<file path="src/rtl/seq_det_ctrl.sv">
// Programmable serial-pattern detector: loadable pattern/length/target, arm/disarm,
// overlapping or non-overlapping scan of a valid-qualified bit stream, sticky done.
module seq_det_ctrl #(
   parameter int MAXLEN = 8,
   parameter int CNTW   = 8,
   parameter int LW     = 4
) (
   input  logic              clk,
   input  logic              rst,
   input  logic              cfg_we,
   input  logic [MAXLEN-1:0] cfg_pattern,
   input  logic [LW-1:0]     cfg_len,
   input  logic              cfg_overlap,
   input  logic [CNTW-1:0]   cfg_target,
   input  logic              start,
   input  logic              stop,
   input  logic              ack,
   input  logic              in_valid,
   input  logic              inp,
   output logic              match,
   output logic [CNTW-1:0]   match_cnt,
   output logic              busy,
   output logic              done,
   output logic [1:0]        state
);

   localparam logic [1:0] S_IDLE  = 2'b00;
   localparam logic [1:0] S_ARMED = 2'b01;
   localparam logic [1:0] S_DONE  = 2'b10;

   logic [1:0]        state_reg, state_next;
   logic [MAXLEN-1:0] pat_reg;
   logic [LW-1:0]     len_reg;
   logic              ovl_reg;
   logic [CNTW-1:0]   tgt_reg;
   logic [MAXLEN-2:0] hist_reg;
   logic [LW-1:0]     fill_reg, fill_next;
   logic [CNTW-1:0]   cnt_reg;
   logic              match_reg;

   logic [MAXLEN-1:0] mask;
   logic [MAXLEN-1:0] window;
   logic [CNTW:0]     cnt_inc;
   logic              len_ok, fill_ok, accept, hit, hit_last, arm;

   // Only the low len bits of the window take part in the comparison.
   generate
      for (genvar gi = 0; gi < MAXLEN; gi++) begin : g_mask
         assign mask[gi] = ({1'b0, len_reg} > (LW+1)'(gi));
      end
   endgenerate

   assign window   = {hist_reg, inp};
   assign len_ok   = (len_reg != '0) && ({1'b0, len_reg} <= (LW+1)'(MAXLEN));
   assign fill_ok  = (({1'b0, fill_reg} + (LW+1)'(1)) >= {1'b0, len_reg});
   assign accept   = (state_reg == S_ARMED) && in_valid;
   assign hit      = accept && fill_ok && ((window & mask) == (pat_reg & mask));
   assign cnt_inc  = {1'b0, cnt_reg} + (CNTW+1)'(1);
   assign hit_last = hit && (tgt_reg != '0) && (cnt_inc == {1'b0, tgt_reg});
   assign arm      = (state_reg == S_IDLE) && start && !stop && len_ok;

   always_ff @(posedge clk) begin
      if (rst) begin
         state_reg <= S_IDLE;
      end else begin
         state_reg <= state_next;
      end
   end

   always_comb begin
      state_next = state_reg;
      case (state_reg)
         S_IDLE:  if (arm) state_next = S_ARMED;
         S_ARMED: begin
            // Reaching the target outranks a simultaneous stop.
            if (hit_last)  state_next = S_DONE;
            else if (stop) state_next = S_IDLE;
         end
         S_DONE:  if (ack) state_next = S_IDLE;
         default: state_next = S_IDLE;
      endcase
   end

   always_comb begin
      busy = (state_reg == S_ARMED);
      done = (state_reg == S_DONE);
   end

   always_comb begin
      fill_next = fill_reg;
      if (hit && !ovl_reg)       fill_next = '0;
      else if (fill_reg < len_reg) fill_next = fill_reg + LW'(1);
   end

   always_ff @(posedge clk) begin
      if (rst) begin
         pat_reg   <= MAXLEN'(5'b11010);
         len_reg   <= LW'(5);
         ovl_reg   <= 1'b1;
         tgt_reg   <= CNTW'(1);
         hist_reg  <= '0;
         fill_reg  <= '0;
         cnt_reg   <= '0;
         match_reg <= 1'b0;
      end else begin
         match_reg <= hit;
         if ((state_reg == S_IDLE) && cfg_we) begin
            pat_reg <= cfg_pattern;
            len_reg <= cfg_len;
            ovl_reg <= cfg_overlap;
            tgt_reg <= cfg_target;
         end
         if (arm) begin
            hist_reg <= '0;
            fill_reg <= '0;
            cnt_reg  <= '0;
         end else if (accept) begin
            hist_reg <= window[MAXLEN-2:0];
            fill_reg <= fill_next;
            if (hit && (cnt_reg != '1)) cnt_reg <= cnt_reg + CNTW'(1);
         end
      end
   end

   assign match     = match_reg;
   assign match_cnt = cnt_reg;
   assign state     = state_reg;

endmodule

</file>
<file path="config.mk">
export PLATFORM = sky130hd
export DESIGN_NAME = seq_det_ctrl
export DESIGN_NICKNAME = d
export VERILOG_FILES = /design/src/rtl/seq_det_ctrl.sv
export SDC_FILE = /design/constraint.sdc
export NUM_CORES = 1
export LEC_CHECK = 0
export ABC_AREA = 1
export CORE_ASPECT_RATIO = 1.75
export CORE_MARGIN = 10
export CORE_UTILIZATION = 45
export DETAILED_ROUTE_END_ITERATION = 7
export GPL_TIMING_DRIVEN = 0
export PLACE_DENSITY = 0.79
export SLEW_MARGIN = 20
export SYNTH_ARGS = -nofsm -noshare
export SYNTH_HDL_FRONTEND = slang
export SYNTH_SLANG_ARGS = --single-unit
export TNS_END_PERCENT = 5
</file>
<file path="constraint.sdc">
create_clock -name clk -period 2.13 [get_ports clk]
set_input_delay 0.639 -clock clk [delete_from_list [all_inputs] [get_ports clk]]
set_output_delay 0.639 -clock clk [all_outputs]
set_load 0.01 [all_outputs]
</file>
==> results of run 1 <==
## kinds of logic after synthesis
family                     share of synthesized area
adders and majority gates                     0.0518
and+or+nand+nor                                0.359
xor gates and xnor gates                      0.0254
DFF                                            0.357
AOI/OAI and AO/OA                              0.131
buffers and inverters                         0.0757
## worst max-delay path: cells and delay by family
kind / cells / cell delay (ns)
buffers and inverters: 3 / 0.83
AOI/OAI and AO/OA: 1 / 0.08
and+or+nand+nor: 5 / 0.63
## what timing repair did
item,4_1_cts,5_1_grt
pin swaps,0,1
setup buffers,0,3
setup endpoints to repair,5,15
gates resized for setup,2,8
## placed cells by master, fill, tap and decap left out, drive strengths merged
| cell | instances |
|---|---|
| buf | 5 |
| o21bai | 2 |
| clkinv | 2 |
| a21boi | 1 |
| a21oi | 29 |
| nand4 | 6 |
| o22ai | 1 |
| nor2 | 52 |
| and2 | 2 |
| nand3 | 19 |
| dlymetal6s2s | 1 |
| dfxtp | 43 |
| a31o | 1 |
| o211ai | 3 |
| xnor2 | 4 |
| ha | 10 |
| nand2 | 103 |
| nand3b | 4 |
| clkbuf | 12 |
| xor2 | 3 |
| o21ai | 21 |
| nor3 | 1 |
| inv | 39 |
| a31oi | 1 |
| clkdlybuf4s50 | 40 |
| and3 | 1 |
| or2 | 2 |
## power by group through the flow
stage / registers (mW) / clock network, mW / logic, mW
after floorplan: 0.880 / 0 / 0.170
after global placement: 0.886 / 0 / 0.275
after detailed placement: 0.887 / 0 / 0.279
after CTS: 0.868 / 0.534 / 0.280
after global routing: 0.875 / 0.568 / 0.313
final: 0.869 / 0.532 / 0.277
## layout make-up
class	instances	area [µm²]	share of cell area
repair buffers	44	435	0.144
well taps	55	68.8	0.0227
clock buffers	6	82.6	0.0273
plain buffers	8	32.5	0.0107
multi-input cells	266	1390	0.458
flip-flops and latches	43	867	0.286
inverters	40	150	0.0496
clock inverters	1	5.00	0.00165
## stage by stage
step                instance area (µm²)  std cells   util  TNS (ns)
floorplan                          2410        357      -         0
global route                       3030        463  0.576         0
CTS                                2990        460  0.569         0
detailed placement                 2890        453  0.550     -3.46
global placement                   2890        453  0.550     -2.95
finish                             3030        463  0.576         0
## metal layers
metal	wire, µm	share of wire	vias to the layer above	GRT usage
met3	237	0.036	20	0.0321
li1	-	-	1242	-
met4	289	0.044	0	0.0859
met5	0	0	-	0
met1	2330	0.36	1103	0.147
met2	3700	0.56	51	0.303
## path summary, 6_finish.rpt
path	startpoint	endpoint	cells past startpoint
max	in_valid	fill_reg[1]	9
min	pat_reg[0]	pat_reg[0]	2
max reg2reg	fill_reg[0]	fill_reg[1]	11
min reg2reg	pat_reg[0]	pat_reg[0]	2
==> reports/qor.txt, run 1 <==
Status = finished, final reports clean
DRT Pass-1 Iters = 4
Antenna fix cells = 0
RSZ-0062 raised after global routing = no
DR WL/cell = 14.2 µm
Net switching power = 463 µW
Synth Register Bits = 43
Power density cells = 554 mW/mm²
Slew Viols, Final = 0
Post-synth top area share = 0.357
Slew @ Worst Pin = 0.511 ns
Switching Fraction = 0.276
Clk root buf = clkbuf_8
Layout cells sized above 1 = 0.100
Cells after synthesis = 357
Final wirelength = 6560 µm
Routed vias = 2416
Die H = 117 µm
Crit-path cells = clkdlybuf4s50_1 -> and3_1 -> buf_2 -> nand3_2 -> nor2_4 -> nand4_1 -> buf_4 -> nand4_1 -> a21oi_1
Critical path required time = 2.31 ns
Post-synth cell types = 33
Worst path arrival time = 2.20 ns
Initial antenna violation count = 0
Num ports = 42
Grt ovf = 0
Combinational power share = 0.165
WS Path Type = input pin to flip-flop
Placer's final routability congestion estimate = 0.899
Avg Synthesized Cell Area = 6.76 µm²
Clock Path Buffers = 2
Hold violation count in the final report = 0
Clock transition at path regs = 0.08 ns
Top-count cell post-synth = nand2_1
Hpwl dp = 5360 µm
Layout fillers = 495
Largest net degree at the start of global routing = 13
Power share of the clock group = 0.317
Crit path time final = 2.02 ns
H-tree Lvls = 2
Syn nets = 396
Maximum clock frequency = 496 MHz
Total track usage = 0.158
Max_cap viols = 0
Synth cell count leaders = nand2_1 (98), nor2_1 (45), dfxtp_1 (43)
Max incr delay on CP = 0.44 ns
Synth Flop Type = dfxtp_1
CTS tree = yes
Hold buffers post-CTS = 0
CTS sink count = 43
Die Wd = 75.4 µm
Crit start category = input pin
# DRC = 0
Sequential Power Share = 0.518
Vias in the first global route = 2429
HP Class = flip-flop to flip-flop
Int Power = 1.22 mW
Pre-CTS setup slack = -0.225 ns
IO Port Bufs = 41
Core Box Area = 0.00526 mm²
Syn. warnings = 0
First-pass GRT wire length = 10800 µm
Final cycle utilization of the critical path = 0.946
Initial core utilization = 0.459
Post-synth ARST share = 0
Synth area leader = dfxtp_1
Sequential-to-total area share from yosys stat = 0.357
Critical path's slowest cell = clkdlybuf4s50_1
Die Area = 0.00881 mm²
R2R setup slack = 0.16 ns
Endpoints failing setup = 0
Post-route setup slack = 0.115 ns
Total CTS buffers = 5
CP most frequent cell = nand4_1
Power Total = 1.68 mW
Post-DRT Antenna Nets = 0
Critical Path End Type = flip-flop
Final Skew = 0.00802 ns
Layout area overhead = 25.4%
Row count = 35
Leak pwr = 1.29 nW
Relative slew margins = 0.659
Top cells by area, synth = dfxtp_1 (36%), nand2_1 (15%), nor2_1 (7.0%), a21oi_1 (6.0%), inv_1 (5.8%)
Hold_ws = 0.476 ns
Initial DRC count = 118
Clk Latency, worst-skew pair = 0.29 ns
Routed vias/inst = 5.22
Crit Path Max Fanout = 6
Nets@finish = 447
Mapped Area = 0.00241 mm²
VDD IR max = 457 µV
Post-synth EDFFs = 0
No activity file was read; power rests on OpenSTA's default activity.
==> inputs of run 2 (changes only) <==
--- a/config.mk
+++ b/config.mk
@@ -9,9 +9,10 @@
 export CORE_ASPECT_RATIO = 1.75
 export CORE_MARGIN = 10
 export CORE_UTILIZATION = 45
+export CTS_BUF_LIST = sky130_fd_sc_hd__clkbuf_4
 export DETAILED_ROUTE_END_ITERATION = 7
 export GPL_TIMING_DRIVEN = 0
-export PLACE_DENSITY = 0.79
+export PLACE_DENSITY = 0.76
 export SLEW_MARGIN = 20
 export SYNTH_ARGS = -nofsm -noshare
 export SYNTH_HDL_FRONTEND = slang
==> constraint.sdc (replaced) <==
create_clock -name clk -period 1.64 [get_ports clk]
set_input_delay 0.492 -clock clk [delete_from_list [all_inputs] [get_ports clk]]
set_output_delay 0.492 -clock clk [all_outputs]
set_load 0.01 [all_outputs]
==> reports/qor.txt, run 2 (synthesis gave the netlist of run 1 again) <==
Post-DRT Antenna Nets = 0 (unchanged)
Initial core utilization = 0.459 (unchanged)
Clk root buf = clkbuf_4
Die H = 117 µm (unchanged)
Final Skew = 0.0114 ns (+0.00338 ns)
Worst r2r src = fill_reg[1]
Final wirelength = 6510 µm (-0.81%)
Layout area overhead = 27.7%
Hold violation count in the final report = 0 (unchanged)
Grt ovf = 0 (unchanged)
Leak pwr = 1.35 nW (+4.9%)
Die Wd = 75.4 µm (unchanged)
WS Path Type = flip-flop to flip-flop
Clock Path Buffers = 2 (unchanged)
Worst setup path startpoint = fill_reg[1]
Hpwl dp = 5040 µm (-6.0%)
Hold buffers post-CTS = 0 (unchanged)
Bufs and invs on worst path = 0 (-3)
Status = finished with violations
Levels on crit path = 11 (+2)
Critical path required time = 1.91 ns (-0.40 ns)
Final Instance Area = 0.00308 mm² (+1.8%)
Final cycle utilization of the critical path = 1.14
First-pass GRT wire length = 10200 µm (-5.4%)
CP delay by family, top = simple AND/OR/NAND/NOR gates
Initial antenna violation count = 0 (unchanged)
# DRC = 0 (unchanged)
Power Total = 1.98 mW (+18%)
Clock transition at path regs = 0.13 ns (+0.05 ns)
DR WL/cell = 13.9 µm (-1.7%)
R2R cell count = 11 (unchanged)
CTS sink count = 43 (unchanged)
RSZ-0062 raised after global routing = yes
CTS tree = yes
Layout fillers = 518 (+4.6%)
Die Area = 0.00881 mm² (unchanged)
Routed vias/inst = 5.21 (-0.20%)
Maximum clock frequency = 537 MHz
Routed vias = 2432 (+0.66%)
VDD IR max = 388 µV (-15%)
Reg2reg end = match_cnt[6]
R2R setup slack = -0.22 ns (-0.38 ns)
Crit start category = flip-flop
Initial DRC count = 136 (+15%)
CP most frequent cell = nand2_1
Antenna fix cells = 0 (unchanged)
Relative slew margins = 0.613 (-0.0462)
Largest net degree at the start of global routing = 13 (unchanged)
Total CTS buffers = 5 (unchanged)
Crit path time final = 1.86 ns
Critical path's slowest cell = dfxtp_4
Slew Viols, Final = 0 (unchanged)
Post-route setup slack = -0.222 ns (-0.336 ns)
Critical Path End Type = flip-flop
Worst path arrival time = 2.13 ns (-0.07 ns)
Placer's final routability congestion estimate = 0.917 (+2.0%)
Total track usage = 0.149 (-0.00912)
IO Port Bufs = 41 (unchanged)
Dpl cell area = 0.00292 mm² (+1.0%)
Max_cap viols = 0 (unchanged)
Endpoints failing setup = 15 (+15)
Most frequent cells in the layout = nand2_1 (96), nor2_1 (42), inv_1 (36)
Core Box Area = 0.00526 mm² (unchanged)
CP Capture Point = match_cnt[6]
DRT Pass-1 Iters = 4 (unchanged)
Slew @ Worst Pin = 0.581 ns (+0.0694 ns)
Num ports = 42 (unchanged)
Crit-path cells = ha_4 -> xor2_2 -> ha_1 -> nand2_1 -> nand2_1 -> nand2_1 -> nand2_2 -> nand3_4 -> nor2_8 -> o22ai_1 -> and2_1
Row count = 35 (unchanged)
Failing checks = negative setup slack
H-tree Lvls = 2 (unchanged)
Vias in the first global route = 2304 (-5.1%)
Most common cell after layout, fill and taps aside = nand2_1
HP Class = flip-flop to flip-flop
Clk Latency, worst-skew pair = 0.35 ns (+0.06 ns)
Power density cells = 644 mW/mm² (+16%)
Layout cells sized above 1 = 0.153 (+0.0524)
Max incr delay on CP = 0.38 ns (-0.06 ns)
Nets@finish = 451 (+0.89%)
Crit Path Max Fanout = 5 (-1)
-- run 2: changes by cell type in the layout (fill, tap and decap cells not counted), moves of 5 or more --
cell | before | now
clkdlybuf4s50_1 | 40 | 28
clkbuf_8 | 6 | 0
dlygate4sd2_1 | 0 | 10
clkbuf_4 | 0 | 5
dfxtp_4 | 0 | 5
dfxtp_1 | 38 | 31
-- run 2: area by class of cell --
class / count / area [µm²] / share of cell area
plain buffers: 8 / 37.5 / 0.0122
clock buffers: 5 / 37.5 / 0.0122
clock inverters: 2 / 8.76 / 0.00284
inverters: 40 / 154 / 0.0499
multi-input cells: 267 / 1450 / 0.471
flip-flops and latches: 43 / 888 / 0.288
well taps: 55 / 68.8 / 0.0223
repair buffers: 47 / 435 / 0.141
-- run 2: through the flow --
stage	hold WS (ns)	util	setup TNS, ns	setup slack, ns	instances
after floorplan	0.444	-	-0.366	-0.0767	357
after global routing	0.505	0.586	-4.65	-0.334	467
after detailed placement	0.470	0.556	-16.38	-0.602	453
after global placement	0.456	0.556	-15.84	-0.575	453
after CTS	0.486	0.578	-3.03	-0.229	465
final	0.485	0.586	-2.66	-0.222	467
-- run 2: power by group --
group	total (mW)	switching [mW]	internal (mW)	leakage (nW)
registers	1.12	0.0405	1.08	0.360
logic	0.374	0.208	0.166	0.962
clock network	0.487	0.335	0.152	0.0285
-- run 2: worst min path at each step --
stage | start | to | slack, ns | depth (start not counted)
2_1_floorplan | pat_reg[0] | pat_reg[0] | 0.44 | 2
3_3_place_gp | pat_reg[0] | pat_reg[0] | 0.46 | 2
3_5_place_dp | pat_reg[6] | pat_reg[6] | 0.47 | 2
4_1_cts | pat_reg[6] | pat_reg[6] | 0.49 | 2
5_1_grt | hist_reg[6] | hist_reg[6] | 0.50 | 2
6_report | pat_reg[6] | pat_reg[6] | 0.48 | 2
-- run 2: what timing repair did --
| item | CTS | global route |
|---|---|---|
| setup endpoints to repair | 41 | 34 |
| pin swaps | 11 | 10 |
| gates resized for setup | 36 | 14 |
| gates cloned | 0 | 1 |
| setup buffers | 5 | 1 |
-- run 2: layer usage --
layer / GRT usage / vias up / wire [µm] / share of wire
met5: 0 / - / 0 / 0
met4: 0.0511 / 0 / 93 / 0.014
met2: 0.295 / 40 / 3760 / 0.58
met1: 0.142 / 1127 / 2380 / 0.37
met3: 0.0295 / 8 / 273 / 0.042
li1: - / 1257 / - / -
-- run 2: worst min-delay path, delay by kind of cell, from the launching register on --
kind	cells	cell delay, ns
AOI/OAI and AO/OA	1	0.05
DFF	1	0.33
buffers and inverters	1	0.06
==> RTL edit (settings of run 2) <==
The parameter `MAXLEN` goes from 8 to 10.
--- a/src/rtl/seq_det_ctrl.sv
+++ b/src/rtl/seq_det_ctrl.sv
@@ -1,7 +1,7 @@
 // Programmable serial-pattern detector: loadable pattern/length/target, arm/disarm,
 // overlapping or non-overlapping scan of a valid-qualified bit stream, sticky done.
 module seq_det_ctrl #(
-   parameter int MAXLEN = 8,
+   parameter int MAXLEN = 10,
    parameter int CNTW   = 8,
    parameter int LW     = 4
 ) (
Ports: changed (resized cfg_pattern); port bits go from 42 to 44. No check against the original RTL was run, so the function may have changed too.
==> RTL edit against run 2 <==
The flow still finishes with violations (negative setup slack). Total power rose by 13%. Area after synthesis up 7.0%. Routed wire length is 17% higher. Register-to-register slack got worse by 0.09 ns. Final area rose by 10%. Sequential power is 9.8% higher. Sequential cell count up 4. Setup slack got worse by 0.095 ns.
==> RTL edit: results (changes against run 2) <==
Final layout
  • Fillers: 561 (+8.3%)
  • Layout net count: 498 (+10%)
  • Non-Filler Instances: 534 (+14%)
  • Max reg flops: 10
  • Layout cells sized above 1: 0.170 (+0.0174)

Placement
  • Dpl cell area: 0.00314 mm² (+7.5%)
  • Placed instance count: 512 (+13%)
  • Port buffer count: 43 (+4.9%)
  • Placer Congestion: 0.864 (-5.7%)
  • Post-detailed-placement half-perimeter wirelength: 5590 µm (+11%)
  • Pre-CTS setup slack: -0.623 ns (-0.0210 ns)

Global route
  • Met1 capacity usage during global routing: 0.145 (+0.00298)
  • Largest net degree at the start of global routing: 15 (+2)
  • First-pass GRT wire length: 12,400 µm (+21%)
  • Global-route met2 utilization: 0.324 (+0.0289)
  • Met3 Use GR: 0.0334 (+0.00385)
  • Overall Global Routing Usage: 0.161 (+0.0122)

Hold path
  • Hold path endpoint: pat_reg[5]$_SDFFE_PP0P_
  • Hold Startpoint: pat_reg[5]$_SDFFE_PP0P_

Synth
  • Compound-cell area share of the yosys netlist: 0.138 (+0.00644)
  • Syn Area/Cell: 6.57 µm² (-2.8%)
  • Post-Syn Nets: 434 (+9.6%)
  • Xor/xnor share of the synthesized area: 0.0102 (-0.0152)
  • Synth Area in Adders: 0.0484 (-0.00339)
  • Commonest cells post-synth: nand2_1 (120), inv_1 (50), dfxtp_1 (47)
  • Sequential area share after synthesis: 0.364 (+0.00768)
  • Top cells by area, synth: dfxtp_1 (36%), nand2_1 (17%), inv_1 (7.3%), nor2_1 (6.3%), a21oi_1 (5.8%)

Pwr
  • Peak supply drop: 575 µV (+48%)
  • Gate power share: 0.193 (+0.004)
  • Leakage: 1.48 nW (+9.8%)
  • Sw Share: 0.304 (+0.0104)
  • Cell Int Power: 1.56 mW (+11%)
  • Reg power frac: 0.550 (-0.016)

Clocking
  • Clock transition at the registers of the reported paths: 0.15 ns (+0.02 ns)
  • Worst-Skew Late Latency: 0.37 ns (+0.02 ns)
  • Max Buffers Root-to-Sink: 2 (unchanged)

Routing
  • Total number of vias: 2,692 (+11%)
  • # DRC: 0 (unchanged)
  • DRT Wirelength: 7640 µm (+17%)
  • WL met3: 340 µm (+25%)
  • Met1 WL: 2820 µm (+18%)
  • Met2 routed WL: 4290 µm (+14%)
  • DR iter-0 viols: 191 (+40%)

Timing
  • Tightest Pin Transition: 0.588 ns (+0.00739 ns)
  • Hold WS: 0.480 ns (-0.00477 ns)
  • Final Skew: 0.0134 ns (+0.00204 ns)
  • # setup viols final: 21 (+6)
  • Final WS setup: -0.317 ns (-0.0952 ns)
  • Total negative slack: -4.15 ns (-1.49 ns)

Setup path
  • Worst Reg-to-Reg Cells: 12 (+1)
  • CP Launch Point: in_valid
  • WP data arrival: 2.26 ns (+0.13 ns)
  • Worst R2R Setup Slack: -0.31 ns (-0.09 ns)
  • Crit-path leading delay family: buffers and inverters
  • CP max-delay cell: clkdlybuf4s50_1
  • Reg2reg start: fill_reg[0]$_SDFFE_PP0P_
  • CP max stage delay: 0.45 ns (+0.07 ns)

Run status
  • Status: complete, but fails checks
  • Failing checks: negative setup slack
## RTL edit: changes by cell type in the layout (fill, tap and decap cells not counted), sizes merged, moves of 8 or more
cell,before,now
inv,39,51
nand2,103,123
buf,10,19
nor2,53,45
nand3,19,30
## RTL edit: cell type report
cell class / count / area [µm²] / area share
Timing Repair Buffer: 57 / 524 / 0.154
Clock buffer: 6 / 45.0 / 0.0132
Inverter: 52 / 198 / 0.0581
Tap cell: 76 / 95.1 / 0.0279
Multi-Input combinational cell: 284 / 1500 / 0.440
Buffer: 10 / 58.8 / 0.0173
Clock inverter: 2 / 12.5 / 0.00368
Sequential cell: 47 / 973 / 0.286
## RTL edit: repair_timing
| item | CTS | global route |
|---|---|---|
| hold buffers | 0 | 0 |
| pin swaps | 9 | 10 |
| gates cloned | 1 | 0 |
| gates resized for setup | 44 | 23 |
| buffers inserted | 5 | 8 |
| endpoints found under the setup margin | 34 | 37 |
